**src/rtl/snd_pkg.sv**
```systemverilog
// Shared types and defaults for the sound command queue.
package snd_pkg;

  typedef enum logic [1:0] {
    NMI_IDLE    = 2'd0,
    NMI_PEND    = 2'd1,
    NMI_WAIT_RD = 2'd2
  } nmi_st_e;

  localparam int SND_CMD_W      = 8;
  localparam int SND_DEPTH_LOG2 = 2;

  // Smallest counter width that can hold period-1.
  function automatic int cnt_w_for(input int period);
    return (period < 2) ? 1 : $clog2(period);
  endfunction

endpackage

```
**src/rtl/snd_cmd_fifo.sv**
```systemverilog
// Register-array command FIFO; all state advances only when en_i is high.
// Also exposes the post-update head/count so the owner can register them.
module snd_cmd_fifo
  import snd_pkg::*;
#(
  parameter int W  = SND_CMD_W,
  parameter int AW = SND_DEPTH_LOG2
) (
  input  logic          clk_i,
  input  logic          rst_i,
  input  logic          en_i,
  input  logic          push_i,
  input  logic          pop_i,
  input  logic [W-1:0]  din_i,
  output logic [AW:0]   count_o,
  output logic [AW:0]   count_nxt_o,
  output logic          full_o,
  output logic          empty_o,
  output logic [W-1:0]  head_nxt_o
);

  localparam int DEPTH = 1 << AW;

  logic [W-1:0]  mem_q [DEPTH];
  logic [AW-1:0] wr_q, rd_q, rd_d;
  logic [AW:0]   cnt_q, cnt_d;
  logic          wr_en, pop_ok;

  assign full_o  = (cnt_q == (AW+1)'(DEPTH));
  assign empty_o = (cnt_q == '0);
  assign pop_ok  = pop_i & ~empty_o;
  // A pop frees a slot in the same tick, so push is accepted when full+pop.
  assign wr_en   = push_i & (~full_o | pop_ok);
  assign rd_d    = pop_ok ? rd_q + AW'(1) : rd_q;
  assign cnt_d   = cnt_q + (AW+1)'(wr_en) - (AW+1)'(pop_ok);

  // New head is the incoming word when it lands exactly at the read pointer.
  assign head_nxt_o  = (wr_en && (rd_d == wr_q)) ? din_i : mem_q[rd_d];
  assign count_o     = cnt_q;
  assign count_nxt_o = cnt_d;

  always_ff @(posedge clk_i or posedge rst_i) begin
    if (rst_i) begin
      wr_q  <= '0;
      rd_q  <= '0;
      cnt_q <= '0;
    end else if (en_i) begin
      wr_q  <= wr_q + AW'(wr_en);
      rd_q  <= rd_d;
      cnt_q <= cnt_d;
    end
  end

  always_ff @(posedge clk_i) begin
    if (en_i && wr_en) mem_q[wr_q] <= din_i;
  end

endmodule

```
**src/rtl/snd_cmd_queue.sv**
```systemverilog
// Sound command queue: FIFO'd play requests, NMI handshake, periodic timer IRQ.
// Define SNDQ_STATUS_EN to drive cmd_count/overflow; otherwise both read 0.
module snd_cmd_queue
  import snd_pkg::*;
#(
  parameter int CMD_W      = SND_CMD_W,
  parameter int DEPTH_LOG2 = SND_DEPTH_LOG2,
  parameter int IRQ_PERIOD = 33333,
  parameter int CNT_W      = 17
) (
  input  logic                  clk40M,
  input  logic                  reset,
  input  logic                  clk_en,
  input  logic [CMD_W-1:0]      sndno,
  input  logic                  sndstart,
  input  logic                  com_rd,
  output logic [CMD_W-1:0]      comlatch,
  output logic                  cpu_nmi,
  input  logic                  cpu_nmia,
  output logic                  cpu_irq,
  input  logic                  cpu_irqa,
  output logic [DEPTH_LOG2:0]   cmd_count,
  output logic                  overflow
);

  localparam bit                TMR_ON   = (IRQ_PERIOD > 0);
  localparam logic [CNT_W-1:0]  TMR_LAST = TMR_ON ? CNT_W'(IRQ_PERIOD - 1) : '0;

  logic                psndstart_q, pcom_rd_q;
  logic                push, pop;
  logic [DEPTH_LOG2:0] count, count_nxt;
  logic                full, empty;
  logic [CMD_W-1:0]    head_nxt, comlatch_q;
  nmi_st_e             nmi_q, nmi_d;
  logic [CNT_W-1:0]    tmr_q, tmr_d;
  logic                irq_q, irq_d, tmr_wrap;

  assign push = sndstart & ~psndstart_q;
  assign pop  = com_rd & ~pcom_rd_q & ~empty;

  snd_cmd_fifo #(.W(CMD_W), .AW(DEPTH_LOG2)) u_fifo (
    .clk_i       (clk40M),
    .rst_i       (reset),
    .en_i        (clk_en),
    .push_i      (push),
    .pop_i       (pop),
    .din_i       (sndno),
    .count_o     (count),
    .count_nxt_o (count_nxt),
    .full_o      (full),
    .empty_o     (empty),
    .head_nxt_o  (head_nxt)
  );

  always_comb begin
    nmi_d = nmi_q;
    case (nmi_q)
      NMI_IDLE:    if (!empty) nmi_d = NMI_PEND;
      NMI_PEND:    if (pop) nmi_d = NMI_IDLE;
                   else if (cpu_nmia) nmi_d = NMI_WAIT_RD;
      NMI_WAIT_RD: if (pop) nmi_d = NMI_IDLE;
      default:     nmi_d = NMI_IDLE;
    endcase
  end

  assign tmr_wrap = TMR_ON && (tmr_q == TMR_LAST);
  assign tmr_d    = (!TMR_ON || tmr_wrap) ? '0 : tmr_q + CNT_W'(1);
  // Set beats a same-tick acknowledge.
  assign irq_d    = tmr_wrap ? 1'b1 : (cpu_irqa ? 1'b0 : irq_q);

  always_ff @(posedge clk40M or posedge reset) begin
    if (reset) begin
      psndstart_q <= 1'b0;
      pcom_rd_q   <= 1'b0;
      comlatch_q  <= '0;
      nmi_q       <= NMI_IDLE;
      tmr_q       <= '0;
      irq_q       <= 1'b0;
    end else if (clk_en) begin
      psndstart_q <= sndstart;
      pcom_rd_q   <= com_rd;
      if (count_nxt != '0) comlatch_q <= head_nxt;
      nmi_q       <= nmi_d;
      tmr_q       <= tmr_d;
      irq_q       <= irq_d;
    end
  end

  assign comlatch = comlatch_q;
  assign cpu_nmi  = (nmi_q == NMI_PEND);
  assign cpu_irq  = irq_q;

`ifdef SNDQ_STATUS_EN
  logic overflow_q;

  always_ff @(posedge clk40M or posedge reset) begin
    if (reset)                        overflow_q <= 1'b0;
    else if (clk_en && push && full && !pop) overflow_q <= 1'b1;
  end

  assign cmd_count = count;
  assign overflow  = overflow_q;
`else
  logic unused_status;
  assign unused_status = &{1'b0, full, count};
  assign cmd_count     = '0;
  assign overflow      = 1'b0;
`endif

endmodule
```
**config.mk**
```make
export PLATFORM = sky130hd
export DESIGN_NAME = snd_cmd_queue
export DESIGN_NICKNAME = d
export VERILOG_FILES = /design/src/rtl/snd_pkg.sv /design/src/rtl/snd_cmd_fifo.sv /design/src/rtl/snd_cmd_queue.sv
export SDC_FILE = /design/constraint.sdc
export NUM_CORES = 1
export LEC_CHECK = 0
export BUFFER_PORTS_ARGS = -buffer_cell sky130_fd_sc_hd__clkbuf_2
export CORE_UTILIZATION = 45
export DETAILED_ROUTE_END_ITERATION = 8
export PLACE_DENSITY = 0.74
export SLEW_MARGIN = 0
export SYNTH_ARGS = -nofsm -noshare
export SYNTH_HDL_FRONTEND = slang
export SYNTH_HIERARCHICAL = 1
export SYNTH_SLANG_ARGS = --single-unit
```
**constraint.sdc**
```tcl
create_clock -name clk40M -period 3.6 [get_ports clk40M]
set_input_delay 0.18 -clock clk40M [delete_from_list [all_inputs] [get_ports clk40M]]
set_output_delay 0.18 -clock clk40M [all_outputs]
set_load 0.02 [all_outputs]
```
==> results.json <==
{
  "pin_count_of_the_biggest_net_entering_global_routing": 38,
  "die_area_sq_um": 8190,
  "finalPower_mw": 2.84,
  "hold_path.class": "input pin to register",
  "final_report_max_slew_violation_count": 0,
  "mostFrequentLayoutCells": "37 x sky130_fd_sc_hd__dfrtp_1, 32 x sky130_fd_sc_hd__edfxtp_1, 27 x sky130_fd_sc_hd__nor2_1",
  "design.portCount": 29,
  "critical-path-slowest-cell": "sky130_fd_sc_hd__dfrtp_1",
  "postPlaceCellArea_sq_um": 3710,
  "leakagePower_nw": 1.56,
  "detail_route.drc_violations": 0,
  "worst_setup_path_start_kind": "register",
  "grt.overflow.total": 0,
  "min_period_ns": 3.31,
  "wire_per_inst_microns": 15.9,
  "yosysWarnings": 6,
  "post-route-period-util_pct": 92.0,
  "synth_area_sq_um": 3520,
  "grt_antenna_before_repair": 0,
  "worst_clock_skew_ns": 0.0123,
  "reg_to_reg_critical_path_startpoint": "u_fifo/count_o[1]",
  "synthCells": 294,
  "rsz0062_at_grt": "false",
  "min-delay-start": "sndno[6]",
  "route.vias.total": 2364,
  "leading_cell_type_in_the_layout_fill_and_taps_excluded": "sky130_fd_sc_hd__dfrtp_1",
  "initial_core_util_pct": 47.6,
  "slowest_delay_ns": 0.49,
  "clkSinkCount": 69,
  "ctsRootBufferMaster": "sky130_fd_sc_hd__clkbuf_8",
  "cts_tree": "built",
  "groute.usage.overall_pct": 18.0,
  "floorplan.die.height_microns": 90.5,
  "routabilityCongestion": 0.820,
  "detail_route.vias_per_cell": 5.58,
  "cts.reportedPaths.clkPinSlew_ns": 0.07,
  "synth_area_per_cell_sq_um": 12.0,
  "stdcell_area_sq_um": 3890,
  "residual_antenna_violating_net_count_after_detailed_routing": 0,
  "timing_hold_violations_final": 0,
  "core.rowCount": 31,
  "fmaxAchievable_mhz": 302,
  "endpoint_type_of_the_worst_setup_path": "register",
  "final_layout_size_suffix_gt1_share_pct": 24.0,
  "first_pass_grt_wire_length_mm": 11.4,
  "critPathKind": "register to register",
  "clkLatencyLatePin_ns": 0.34,
  "power.ir.vdd_worst_uv": 391,
  "first_global_vias": 2391,
  "final-setup-viol-count": 0,
  "worstSetupStartpoint": "u_fifo/count_o[1]",
  "detailedRoute.firstIterationViolations": 170,
  "synth-seq-area-share_pct": 53.6,
  "outcome": "finished clean",
  "post-place-cells": 405,
  "io_buffer_count": 24,
  "number_of_antenna_repair_diodes": 0,
  "fin_worst_hold_slack_ns": 0.0751,
  "totalWireLength_mm": 6.72,
  "slew_headroom_pct": 24.5,
  "instances_no_fill": 424,
  "synth_seq_cells": 69,
  "crit_chain": "nor3_1, nor3b_2, inv_1, a21boi_1, a21o_1, ha_1, inv_1, fa_1, xnor2_1, xnor2_1, o31ai_4, buf_4, mux2_2",
  "worstMarginPinSlew_ns": 1.13,
  "syn2layout_area_growth_pct": 10.4,
  "detailedPlacementHpwl_mm": 4.40,
  "fin_nets": 340,
  "pwr_density_cell_nw_per_um2": 731,
  "timing.setup.tns_ns": 0,
  "cp.required_ns": 3.82,
  "cts_buffers": 9,
  "cts-root-to-sink-buffers": 2,
  "die_x_microns": 90.5,
  "dr.pass1.iters": 4,
  "synth_cell_type_count": 43,
  "critical_path_peak_fanout": 7,
  "cp.arrival_ns": 3.53,
  "floorplan.core_area_sq_um": 7410,
  "timing.max_cap.violations": 0,
  "clock_tree.htree_level_count": 3
}
## state kept, by name (all words and copies together) (netlist names)
name / flops
pcom_rd_q: 1
u_fifo/mem_q: 32
u_fifo/wr_q: 2
psndstart_q: 1
cpu_irq: 1
u_fifo/count_o: 3
comlatch: 8
tmr_q: 17
nmi_q: 2
u_fifo/rd_q: 2
## cells by family after synthesis
| logic type | Yosys count | share of synthesized area [%] |
|---|---|---|
| compound gates | 36 | 8.10 |
| xor+xnor | 23 | 5.72 |
| fa+ha+maj | 5 | 1.99 |
| buf+inv | 30 | 4.26 |
| flops | 69 | 53.6 |
| mux | 30 | 10.4 |
| other cells | 1 | 0.106 |
| simple gates | 100 | 15.9 |
## through the flow
stage	util, %	worst slack, ns
after floorplan	-	0.354
after detailed placement	50.0	0.0839
final	52.5	0.287
after global routing	52.5	0.0224
after CTS	52.2	0.0477
after global placement	50.0	0.207
## worst max-delay path: cells and delay by family, from the launching register on
family / cells / cell delay [ns]
compound gates: 3 / 0.77
fa+ha+maj: 2 / 0.51
flops: 1 / 0.49
simple gates: 2 / 0.46
mux: 1 / 0.33
xor+xnor: 2 / 0.33
buf+inv: 3 / 0.30
## cell type report
class	count	area (sq um)
fillers	648	3520
flip-flops and latches	69	1890
multi-input cells	198	1500
repair buffers	33	190
clock buffers	12	135
well taps	99	124
inverters	9	33.8
clock inverters	4	16.3
## path summary, 6_finish.rpt
path	cells after the start	end	slack [ns]
setup reg to reg	13	comlatch[0]	0.29
hold reg to reg	1	tmr_q[16]	0.47
setup / recovery	13	comlatch[0]	0.29
hold / removal	1	u_fifo/mem_q[1][6]	0.08
min in group asynchronous	3	u_fifo/rd_q[1]	0.34
max in group asynchronous	3	tmr_q[13]	2.23
## synth_stat cells
master	number	share of area, %
sky130_fd_sc_hd__a22oi_1	8	1.7
sky130_fd_sc_hd__buf_6	1	0.32
sky130_fd_sc_hd__o31a_1	2	0.50
sky130_fd_sc_hd__and3_1	1	0.18
sky130_fd_sc_hd__a21o_1	2	0.43
sky130_fd_sc_hd__nand4_2	1	0.36
sky130_fd_sc_hd__nand2_1	13	1.4
sky130_fd_sc_hd__nor4b_1	1	0.25
sky130_fd_sc_hd__nor3_1	16	2.3
sky130_fd_sc_hd__o22ai_1	1	0.18
sky130_fd_sc_hd__xor2_1	10	2.5
sky130_fd_sc_hd__nand4_1	9	1.6
sky130_fd_sc_hd__clkbuf_1	4	0.43
sky130_fd_sc_hd__nor3b_1	2	0.43
sky130_fd_sc_hd__ha_1	4	1.4
sky130_fd_sc_hd__dfrtp_1	37	26
sky130_fd_sc_hd__nand3_1	4	0.57
sky130_fd_sc_hd__mux2_2	21	6.7
sky130_fd_sc_hd__nor3_4	2	0.92
sky130_fd_sc_hd__o221ai_1	8	2.0
sky130_fd_sc_hd__fa_1	1	0.57
sky130_fd_sc_hd__mux2i_1	1	0.28
sky130_fd_sc_hd__buf_4	5	1.1
sky130_fd_sc_hd__or3_1	8	1.4
sky130_fd_sc_hd__nor2_1	27	2.9
sky130_fd_sc_hd__o31ai_1	9	1.9
sky130_fd_sc_hd__o31ai_4	1	0.60
sky130_fd_sc_hd__and4b_1	1	0.28
sky130_fd_sc_hd__nand2b_1	1	0.18
sky130_fd_sc_hd__o21ai_0	2	0.28
sky130_fd_sc_hd__conb_1	1	0.11
sky130_fd_sc_hd__buf_1	2	0.21
sky130_fd_sc_hd__buf_2	9	1.3
sky130_fd_sc_hd__nor4_1	2	0.36
sky130_fd_sc_hd__nand3b_1	9	1.9
sky130_fd_sc_hd__inv_1	9	0.96
sky130_fd_sc_hd__edfxtp_1	32	27
sky130_fd_sc_hd__mux2_4	8	3.4
sky130_fd_sc_hd__nor4_2	2	0.71
sky130_fd_sc_hd__a21boi_1	1	0.21
sky130_fd_sc_hd__nor2b_1	1	0.18
sky130_fd_sc_hd__xnor2_1	13	3.2
sky130_fd_sc_hd__a21oi_1	2	0.28
## metal layers
metal  global-route usage [%]  vias up  part of all wire, %
met1                     21.7     1166                   44
met4                     6.99        0                  1.6
li1                         -     1132                    -
met5                        0        -                    0
met2                     30.2       53                   50
met3                     5.05       13                  4.8
## where the power goes
group | internal (mW) | switching [mW]
sequential | 0.989 | 0.227
clock | 0.243 | 0.273
combinational | 0.552 | 0.560
## what timing repair did
action	CTS	global route
hold buffers	1	0
buffers inserted	0	2
endpoints found under the setup margin	0	8
hold endpoints to repair	7	0
gates resized for setup	0	1
No activity file was read; power rests on OpenSTA's default activity.
